File: src/rtl/rst_sequencer.sv
// Reset sequencer: synchronised board reset, POR hold, ordered channel release.
// Optional watchdog is enabled by defining RST_SEQ_WDOG_EN.
module rst_sequencer #(
   parameter int NUM_CH      = 4,
   parameter int SYNC_STAGES = 2,
   parameter int POR_CYCLES  = 16,
   parameter int STAGE_GAP   = 4,
   parameter int SOFT_HOLD   = 8,
   parameter int WDOG_CYCLES = 1024
) (
   input  logic              clk_i,
   input  logic              reset_i,
   input  logic [NUM_CH-1:0] soft_rst_i,
   input  logic              wdog_kick_i,
   output logic [NUM_CH-1:0] resetn_o,
   output logic              seq_done_o,
   output logic [1:0]        state_o,
   output logic              wdog_trip_o
);

   typedef enum logic [1:0] {
      S_HOLD = 2'd0,
      S_POR  = 2'd1,
      S_REL  = 2'd2,
      S_RUN  = 2'd3
   } state_t;

   localparam int CMAX = (POR_CYCLES > STAGE_GAP) ? POR_CYCLES : STAGE_GAP;
   localparam int CW   = $clog2(CMAX + 1);
   localparam int IW   = $clog2(NUM_CH + 1);
   localparam int HW   = $clog2(SOFT_HOLD + 1);

   localparam logic [CW-1:0] POR_LAST = CW'(POR_CYCLES - 1);
   localparam logic [CW-1:0] GAP_LAST = CW'(STAGE_GAP - 1);
   localparam logic [IW-1:0] ALL_CH   = IW'(NUM_CH);
   localparam logic [IW-1:0] ONE_CH   = IW'(1);
   localparam logic [HW-1:0] HOLD_END = HW'(SOFT_HOLD);

   state_t          state_q;
   state_t          state_d;
   logic [SYNC_STAGES-1:0] sync_q;
   logic [CW-1:0]   cnt_q;
   logic [IW-1:0]   idx_q;
   logic            sync_clr;
   logic            por_done;
   logic            gap_done;
   logic            all_rel;
   logic            wdog_exp;

   assign sync_clr = ~sync_q[SYNC_STAGES-2];
   assign all_rel  = (idx_q == ALL_CH);
   assign por_done = (state_q == S_POR) && (cnt_q == POR_LAST);
   assign gap_done = (state_q == S_REL) && !all_rel && (cnt_q == GAP_LAST);

   // Deassertion synchroniser: zeros shift in once the board reset falls.
   always_ff @(posedge clk_i or posedge reset_i) begin
      if (reset_i) sync_q <= '1;
      else         sync_q <= {sync_q[SYNC_STAGES-2:0], 1'b0};
   end

   // FSM state register.
   always_ff @(posedge clk_i or posedge reset_i) begin
      if (reset_i) state_q <= S_HOLD;
      else         state_q <= state_d;
   end

   // FSM next-state; HOLD leaves on the same edge the synchroniser clears.
   always_comb begin
      state_d = state_q;
      unique case (state_q)
         S_HOLD: if (sync_clr) state_d = S_POR;
         S_POR:  if (por_done) state_d = S_REL;
         S_REL:  if (all_rel)  state_d = S_RUN;
         S_RUN:  if (wdog_exp) state_d = S_POR;
      endcase
   end

   // FSM outputs.
   always_comb begin
      state_o    = state_q;
      seq_done_o = (state_q == S_RUN);
   end

   // Shared POR / stage-gap counter; saturates once every channel is out.
   always_ff @(posedge clk_i or posedge reset_i) begin
      if (reset_i)
         cnt_q <= '0;
      else if (por_done || gap_done)
         cnt_q <= '0;
      else if (state_q != S_POR && state_q != S_REL)
         cnt_q <= '0;
      else if (!all_rel)
         cnt_q <= cnt_q + 1'b1;
   end

   // Number of channels already released in the current sequence.
   always_ff @(posedge clk_i or posedge reset_i) begin
      if (reset_i)              idx_q <= '0;
      else if (por_done)        idx_q <= ONE_CH;
      else if (gap_done)        idx_q <= idx_q + 1'b1;
      else if (state_q != S_REL) idx_q <= '0;
   end

   for (genvar k = 0; k < NUM_CH; k++) begin : g_ch
      localparam logic [IW-1:0] KI  = IW'(k);
      localparam bit            IS0 = (k == 0);

      logic          rn_q;
      logic [HW-1:0] hcnt_q;

      // Channel reset output: ordered release, then soft reset in RUN.
      always_ff @(posedge clk_i or posedge reset_i) begin
         if (reset_i) begin
            rn_q <= 1'b0;
         end else begin
            unique case (state_q)
               S_HOLD: rn_q <= 1'b0;
               S_POR:  rn_q <= por_done && IS0;
               S_REL:  if (gap_done && idx_q == KI) rn_q <= 1'b1;
               S_RUN: begin
                  if (wdog_exp || soft_rst_i[k])
                     rn_q <= 1'b0;
                  else if (!rn_q && hcnt_q == HOLD_END)
                     rn_q <= 1'b1;
               end
            endcase
         end
      end

      // Soft-reset hold counter; a new request restarts it.
      always_ff @(posedge clk_i or posedge reset_i) begin
         if (reset_i)
            hcnt_q <= '0;
         else if (state_q != S_RUN || soft_rst_i[k])
            hcnt_q <= '0;
         else if (!rn_q && hcnt_q != HOLD_END)
            hcnt_q <= hcnt_q + 1'b1;
      end

      assign resetn_o[k] = rn_q;
   end

`ifdef RST_SEQ_WDOG_EN
   localparam int WW = $clog2(WDOG_CYCLES + 1);
   localparam logic [WW-1:0] WD_LAST = WW'(WDOG_CYCLES - 1);

   logic [WW-1:0] wcnt_q;
   logic          trip_q;

   assign wdog_exp = (state_q == S_RUN) && !wdog_kick_i
                   && (wcnt_q == WD_LAST);

   // Watchdog: runs only in RUN, a kick on the expiry cycle wins.
   always_ff @(posedge clk_i or posedge reset_i) begin
      if (reset_i) begin
         wcnt_q <= '0;
         trip_q <= 1'b0;
      end else begin
         trip_q <= wdog_exp;
         if (state_q != S_RUN || wdog_kick_i || wdog_exp)
            wcnt_q <= '0;
         else
            wcnt_q <= wcnt_q + 1'b1;
      end
   end

   assign wdog_trip_o = trip_q;
`else
   localparam int unused_wdog = WDOG_CYCLES;
   logic unused_kick;

   assign unused_kick = wdog_kick_i;
   assign wdog_exp    = 1'b0;
   assign wdog_trip_o = 1'b0;
`endif

endmodule

File: config.mk
export PLATFORM = sky130hd
export DESIGN_NAME = rst_sequencer
export DESIGN_NICKNAME = d
export VERILOG_FILES = /design/src/rtl/rst_sequencer.sv
export SDC_FILE = /design/constraint.sdc
export NUM_CORES = 1
export LEC_CHECK = 0
export ABC_AREA = 1
export CORE_ASPECT_RATIO = 0.9
export CORE_MARGIN = 4
export CORE_UTILIZATION = 50
export CTS_CLUSTER_SIZE = 25
export DETAILED_ROUTE_END_ITERATION = 6
export PLACE_DENSITY = 0.81
export SLEW_MARGIN = 0
export SYNTH_ARGS = -nofsm -noshare
export SYNTH_HDL_FRONTEND = slang
export SYNTH_SLANG_ARGS = --single-unit
export TNS_END_PERCENT = 1
File: constraint.sdc
create_clock -name clk_i -period 4.4 [get_ports clk_i]
set_input_delay 0.44 -clock clk_i [delete_from_list [all_inputs] [get_ports clk_i]]
set_output_delay 0.44 -clock clk_i [all_outputs]
set_load 0.005 [all_outputs]
# Word-level counts from Yosys, hierarchy flattened
# Index checks and enable logic that the tools add are counted.
[word_totals]
regBits = 31
latchBits = 0
ram_bits = 0
rom_bits = 0
input_bits = 7
output_inout_bits = 8
elab_cells = 124
memories = 0
[op_classes]
n_addsub = 6
n_mul = 0
n_div = 0
n_lt_le_gt_ge = 0
n_eq_ne = 32
n_shift = 0
n_mux = 34
n_bitwise = 1
reduce_logical = 39
[ops]
columns = ["operator", "n"]
rows = [
  ["$mux 4", 8],
  ["$add 4x1->4 const B", 4],
  ["$eq 4x4->1 const B", 4],
  ["$logic_and 1x1->1", 16],
  ["$ne 4x4->1 const B", 4],
  ["$mux 5", 3],
  ["$mux 1", 12],
  ["$ne 3x2->1 const B", 4],
  ["$ne 2x1->1 const B", 5],
  ["$ne 2x2->1 const B", 5],
  ["$mux 3", 3],
  ["$pmux 1 s3", 3],
  ["$reduce_and 2->1", 4],
  ["$reduce_bool 2->1", 4],
  ["$eq 3x2->1 const B", 2],
  ["$mux 2", 3],
  ["$pmux 2 s3", 1],
  ["$add 5x1->5 const B", 1],
  ["$eq 5x2->1 const B", 1],
  ["$eq 5x4->1 const B", 1],
  ["$logic_not 1->1", 5],
  ["$logic_or 1x1->1", 5],
  ["$eq 2x2->1 const B", 2],
  ["$pmux 1 s4", 1],
  ["other kinds (11)", 11],
]

# Depth between registers and ports, before layout
# Gate-level depths: netlist of run 1.
[depth]
depth_word = 7
mapped_depth = 10
depth_no_buf = 10

# Worst setup path before layout of run 1
# OpenSTA, ideal clock, no wires.
[synth_path]
path_type = "register to register"
start = "register cnt_q[0]"
end = "register cnt_q[4]"
setup_time_ps = 77
arrival_time_ps = 1346
required_time_ps = 4323
setup_slack_ps = 2976
stages_incl_launch_ff = 7
n_path_buf = 0
period_less_slack_ps = 1424
path_cell_list = "dfrtp_1 > ha_1 > nand2_1 > nor2_1 > ha_1 > or2_2 > a21oi_1"
[synth_via]
elab_chain_len = 4
word_cells_on_any_way = 10
classes_between = "add/sub: 1; eq/ne: 3; mux: 3; reduce/logical: 3"
[synth_lines]
columns = ["element", "line", "source"]
rows = [
  ["start: declaration", "42", "logic [CW-1:0] cnt_q;"],
  ["start signal: assignment", "93", "cnt_q <= cnt_q + 1'b1;"],
  ["$add 5x1->5, or another cell as far along", "93", ""],
  ["$mux 5, or another cell as far along", "92", "else if (!all_rel)"],
  ["$mux 5 or $logic_or 1x1->1 (tied branches)", "90, 88", ""],
  ["$mux 5 or $ne 3x1->1 (tied branches)", "--", ""],
]
# Parallel ways exist; a longest one is shown, timed or not. The select of a mux whose other input is x is not followed.
# A chain may end at the register's enable or synchronous reset.

# Worst setup path after layout of run 1
[layout_path]
start = "register state_q[0] (netlist: state_o[0])"
end = "output port seq_done_o"
[layout_via]
elab_chain_len = 1
[layout_lines]
columns = ["element", "line", "source"]
rows = [
  ["start: declaration", "39", "state_t state_q;"],
  ["start signal: assignment", "64", "else state_q <= state_d;"],
  ["$eq 2x2->1", "81", "seq_done_o = (state_q == S_RUN);"],
  ["end: declaration", "16", "output logic seq_done_o,"],
]
# Every way passes these cells.

==> results of run 1 <==
-- worst max-delay path: stages, from the launching register on --
cell and delay (ns):
sky130_fd_sc_hd__dfrtp_1 0.44, sky130_fd_sc_hd__ha_1 0.23, sky130_fd_sc_hd__clkdlybuf4s50_1 0.52
-- power breakdown --
| part | internal, mW | leakage, nW | switching [mW] |
|---|---|---|---|
| clock network | 0.108 | 0.0477 | 0.108 |
| logic | 0.187 | 0.599 | 0.264 |
| registers | 0.342 | 0.415 | 0.0530 |
| total | 0.638 | 1.06 | 0.425 |
-- metrics by stage --
stage	total power [mW]	std cells	utilization	hold slack, ns
detailed placement	0.851	286	0.582	0.519
finish	1.06	294	0.605	0.523
global placement	0.840	286	0.582	0.504
global route	1.16	294	0.605	0.556
CTS	1.07	294	0.605	0.535
floorplan	0.733	234	-	0.478
-- cells by family after synthesis --
family | count (synthesis)
other cells | 1
compound gates | 36
buf+inv | 48
fa+ha+maj | 21
xor+xnor | 5
simple gates | 91
flops | 31
-- registers in the layout (all words and copies together), names as in the netlist --
name	flops
cnt_q	5
g_ch.hcnt_q	16
g_ch.rn_q	4
idx_q	3
state_o	2
sync_q	1
-- routing by layer --
metal / global-route usage / wire length, µm / vias up / part of all wire
met4: 0.0760 / 69 / 0 / 0.021
met2: 0.246 / 1480 / 20 / 0.46
met3: 0.0377 / 102 / 8 / 0.031
met1: 0.188 / 1590 / 666 / 0.49
li1: - / - / 762 / -
met5: 0 / 0 / - / 0
-- final cells by class --
class,count,area share
Tap cell,44,0.0258
Clock buffer,5,0.0322
Inverter,43,0.0756
Sequential cell,31,0.364
Timing Repair Buffer,13,0.0598
Clock inverter,3,0.00703
Multi-Input combinational cell,155,0.436
-- cells in the mapped netlist (3+ instances only) --
cell type,instances,area share
sky130_fd_sc_hd__nand2_1,45,0.089
sky130_fd_sc_hd__inv_1,41,0.081
sky130_fd_sc_hd__dfrtp_1,30,0.39
sky130_fd_sc_hd__o21ai_0,22,0.058
sky130_fd_sc_hd__ha_1,21,0.14
sky130_fd_sc_hd__nand3_1,15,0.039
sky130_fd_sc_hd__nor2_1,14,0.028
sky130_fd_sc_hd__a21oi_1,13,0.034
sky130_fd_sc_hd__nand4_1,6,0.020
sky130_fd_sc_hd__buf_4,5,0.020
sky130_fd_sc_hd__xor2_1,4,0.018
sky130_fd_sc_hd__nor2_2,3,0.0099
-- path summary, 6_finish.rpt --
check / startpoint / end / cells after the start
worst min register to register: g_ch[2].hcnt_q[3]$_DFFE_PP0P_ / g_ch[2].hcnt_q[3]$_DFFE_PP0P_ / 2
min in group clk_i: g_ch[2].hcnt_q[3]$_DFFE_PP0P_ / g_ch[2].hcnt_q[3]$_DFFE_PP0P_ / 2
worst max register to register: cnt_q[0]$_DFFE_PP0P_ / idx_q[0]$_DFFE_PP0P_ / 8
worst max-delay path: state_o[0]$_DFFE_PP0P_ / seq_done_o / 2
worst min-delay path: reset_i / g_ch[1].hcnt_q[3]$_DFFE_PP0P_ / 3
max in group asynchronous: reset_i / sync_q[0]$_DFF_PP1_ / 3
==> flow_summary.ini, run 1 <==
[synthesis]
edff_count_synth = 0
post_synth_num_cell_types = 22
async_set_reset_flop_share_out_of_synthesis = 1.00
post_synth_inst_count = 233
synth-compound-area-share = 0.0960
ys_warn_count = 0
synth_simple_gate_area_share = 0.228
synth_xor_area_frac = 0.0230
avgSynthCellArea_um2 = 8.17
multiplexer_area_fraction_after_synthesis = 0
largest_family_of_logic_cells_by_synthesized_area = simple AND/OR/NAND/NOR gates
synthesis.area_um2 = 1900
synth_top_flop_cell = sky130_fd_sc_hd__dfrtp_1
ys_seq_area_frac = 0.408
synth_seq_cells = 31
adder_cell_share_of_the_synthesized_area = 0.138

[critical_path]
critical_path_peak_fanout = 6
setup.worst_path.class = reg2out
worst_ep_arrival_time_ns = 1.47
worst_setup_path_start_kind = flop
setup.worst_path.end_class = primary output
critPathRequiredTime_ns = 3.96
timing.reg2reg.setup_slack_ns = 2.83

[drt]
wire_per_inst_um = 11.0
detailroute.via_count = 1456
routed_wirelength_mm = 3.24
dr.first_iter.drc_count = 87
antenna_violating_nets_post_route = 0
drc = 0
routed_via_density = 4.95
drt_first_pass_iters = 4

[clock_tree]
htree_levels = 2
clk-insertion-delay-late_ns = 0.29
worst_setup_hold_path_clk_slew_ns = 0.07
ctsRootBufferMaster = sky130_fd_sc_hd__clkbuf_8
cts.repair_timing.setup_buffer_count = 0
cts_buffer_depth = 2
cts_tree = yes
clock_sinks = 31
numCtsBuffers = 5
postCtsHoldBufs = 0
cts.repair.resized = 0

[pwr]
vdd.ir_drop.worst_mv = 0.270
p_leak_nw = 1.06
power.density_cell_area_nw_per_um2 = 498

[placed_design]
finalWeightedCongestion = 0.798
placement.setup.worst_slack_ns = 2.78
placement.cell_area_um2 = 2050
numPortBuffers = 12
hpwl_mm = 2.41

[finish]
multiInputGateArea_um2 = 931
drive_above_1_share = 0.0920
fin_area_um2 = 2140
nNetsFinal = 277
antenna_cells = 0
layout_common_cells = 45 x sky130_fd_sc_hd__nand2_1, 41 x sky130_fd_sc_hd__inv_1, 30 x sky130_fd_sc_hd__dfrtp_1
layout.area.seq_um2 = 777
area.growth.synth_to_final_pct = 12.2
layout_commonest_cell = sky130_fd_sc_hd__nand2_1
fillerInstances = 317

[timing]
setup_repair_after_global_routing_missed_its_margin = false
timing.final.crit_share = 0.435
timing.clock.skew_ns = 0.0110
finalCriticalPeriod_ns = 1.91
fin_tns_setup_ns = 0
setup_slack_ns = 2.49
setup_viol = 0
achievable-frequency_ghz = 0.523
report.final.slew_viol_count = 0
timing.final.hold_violations = 0

[flow_run]
cap_viol_max_count = 0

[global_route]
first_global_vias = 1357
grt_first_pass_wirelength_mm = 5.71
global_route.usage.total = 0.152
pin_count_of_the_biggest_net_entering_global_routing = 32
antenna_found_initial = 0
overflow = 0

[floorplanning]
core_area_um2 = 3530
die-area_um2 = 4860
die_h_um = 66.5
fp.dieW_um = 73.0
floorplan.io_pins = 15
start_util = 0.539
core.rowCount = 20

[hold_path]
holdCritPathClass = in2async

[status]
run_status = complete, no violations
Power figures use the tool's default switching activity.
==> inputs of run 2 (changes only) <==
--- a/config.mk
+++ b/config.mk
@@ -11,7 +11,7 @@
 export CORE_UTILIZATION = 50
 export CTS_CLUSTER_SIZE = 25
 export DETAILED_ROUTE_END_ITERATION = 6
-export PLACE_DENSITY = 0.81
+export PLACE_DENSITY = 0.84
 export SLEW_MARGIN = 0
 export SYNTH_ARGS = -nofsm -noshare
 export SYNTH_HDL_FRONTEND = slang
==> constraint.sdc (replaced) <==
create_clock -name clk_i -period 1.7 [get_ports clk_i]
set_input_delay 0.17 -clock clk_i [delete_from_list [all_inputs] [get_ports clk_i]]
set_output_delay 0.17 -clock clk_i [all_outputs]
set_load 0.005 [all_outputs]
==> run 2 against run 1 <==
  * Sequential cell count unchanged
  * Clock-buffer cell count up 3
  * Register-to-register slack worse by 2.7 ns
==> flow_summary.ini, run 2 (synthesized netlist as in run 1, its figures left out) <==
[clock_tree]
cts_tree = yes
numCtsBuffers = 5
cts.repair.resized = 0
cts_buffer_depth = 2
clock_sinks = 31
clk-insertion-delay-late_ns = 0.28
htree_levels = 2
worst_setup_hold_path_clk_slew_ns = 0.06
postCtsHoldBufs = 0
ctsRootBufferMaster = sky130_fd_sc_hd__clkbuf_8
cts.repair_timing.setup_buffer_count = 0

[floorplanning]
core_area_um2 = 3530
floorplan.io_pins = 15
core.rowCount = 20
start_util = 0.539
fp.dieW_um = 73.0
die_h_um = 66.5
die-area_um2 = 4860

[finish]
drive_above_1_share = 0.0960
multiInputGateArea_um2 = 933
fillerInstances = 298
layout.area.seq_um2 = 778
finish.cell_count_without_fillers = 294
layout.core_utilization = 0.611
largestRegisters = g_ch.hcnt_q (16), cnt_q (5), g_ch.rn_q (4)
max_ffs_per_register = 16
layout_common_cells = 44 x sky130_fd_sc_hd__nand2_1, 41 x sky130_fd_sc_hd__inv_1, 29 x sky130_fd_sc_hd__dfrtp_1
top_register = g_ch.hcnt_q
antenna_cells = 0
area.growth.synth_to_final_pct = 13.3
layout_commonest_cell = sky130_fd_sc_hd__nand2_1
nNetsFinal = 277

[timing]
fin_tns_setup_ns = 0
timing.final.hold_violations = 0
setup_slack_ns = 0.103
setup_viol = 0
timing.clock.skew_ns = 0.00403
achievable-frequency_ghz = 0.626
report.final.slew_viol_count = 0
timing.final.crit_share = 0.939
finalCriticalPeriod_ns = 1.60
setup_repair_after_global_routing_missed_its_margin = true

[pwr]
vdd.ir_drop.worst_mv = 0.755
power_mw = 2.89
p_leak_nw = 1.07
power.density_cell_area_nw_per_um2 = 1340

[placed_design]
placement.setup.worst_slack_ns = 0.159
numPortBuffers = 12
finalWeightedCongestion = 0.824
hpwl_mm = 2.47
placed_cells = 286

[hold_path]
holdCritPathClass = in2async

[drt]
wl_met3_um = 139
met2_wire_length_mm = 1.62
top_layer = met4
drt_first_pass_iters = 4
dr.first_iter.drc_count = 79
met1_length_mm = 1.64
routed_wirelength_mm = 3.46
antenna_violating_nets_post_route = 0
wire_per_inst_um = 11.8
routed_via_density = 4.96
detailroute.via_count = 1457
drc = 0

[global_route]
global_route.usage.total = 0.164
pin_count_of_the_biggest_net_entering_global_routing = 32
antenna_found_initial = 0
grt_first_pass_wirelength_mm = 6.02
first_global_vias = 1413
overflow = 0

[critical_path]
setup.worst_path.class = reg2out
critical_path_peak_fanout = 6
worst_ep_arrival_time_ns = 1.43
worst_setup_path_start_kind = flop
setup.worst_path.end_class = primary output
cpPeakStageDelay_ns = 0.52
crit_chain = ha_1 > clkdlybuf4s50_1
cp_slowest_cell = sky130_fd_sc_hd__clkdlybuf4s50_1
critPathRequiredTime_ns = 1.53

[flow_run]
cap_viol_max_count = 0

[status]
run_status = complete, no violations
## run 2: report_power, final
part / switching (mW) / internal [mW]
combinational: 0.731 / 0.491
sequential: 0.141 / 0.889
clock: 0.269 / 0.369
## run 2: final cells by class
cell class	instances	area share
Multi-Input combinational cell	155	0.433
Sequential cell	31	0.361
Inverter	43	0.0749
Timing Repair Buffer	13	0.0592
Clock buffer	8	0.0464
Tap cell	44	0.0255
## run 2: critical path, delay by kind of cell (launching register included)
family                     cells  cell delay [ns]
buffers and inverters          1             0.52
DFF                            1             0.41
adders and majority gates      1             0.22
## run 2: final timing paths
| path | startpoint | endpoint | slack [ns] | depth (start not counted) |
|---|---|---|---|---|
| hold reg to reg | cnt_q[4]$_DFFE_PP0P_ | cnt_q[4]$_DFFE_PP0P_ | 0.53 | 2 |
| setup / recovery | state_o[0]$_DFFE_PP0P_ | seq_done_o | 0.10 | 2 |
| min in group clk_i | cnt_q[4]$_DFFE_PP0P_ | cnt_q[4]$_DFFE_PP0P_ | 0.53 | 2 |
| max in group asynchronous | reset_i | sync_q[0]$_DFF_PP1_ | 1.12 | 3 |
| hold / removal | reset_i | g_ch[1].hcnt_q[2]$_DFFE_PP0P_ | 0.26 | 3 |
| setup reg to reg | state_o[0]$_DFFE_PP0P_ | g_ch[1].hcnt_q[1]$_DFFE_PP0P_ | 0.16 | 6 |
## run 2: stage by stage
stage	hold slack (ns)	instance area, µm²
finish	0.257	2160
global route	0.320	2160
CTS	0.276	2150
detailed placement	0.523	2050
global placement	0.515	2050
floorplan	0.273	1910
## run 2: metal layers
| layer | up-vias | GRT usage |
|---|---|---|
| met2 | 22 | 0.254 |
| met4 | 0 | 0.0991 |
| met1 | 669 | 0.199 |
| met5 | - | 0 |
| met3 | 5 | 0.0483 |
| li1 | 761 | - |
==> inputs of run 3 (changes only) <==
--- a/config.mk
+++ b/config.mk
@@ -12,7 +12,6 @@
 export CTS_CLUSTER_SIZE = 25
 export DETAILED_ROUTE_END_ITERATION = 6
 export PLACE_DENSITY = 0.84
-export SLEW_MARGIN = 0
 export SYNTH_ARGS = -nofsm -noshare
 export SYNTH_HDL_FRONTEND = slang
 export SYNTH_SLANG_ARGS = --single-unit
==> results of run 3 <==
Final layout, timing and power as in run 2 (identical DEF).
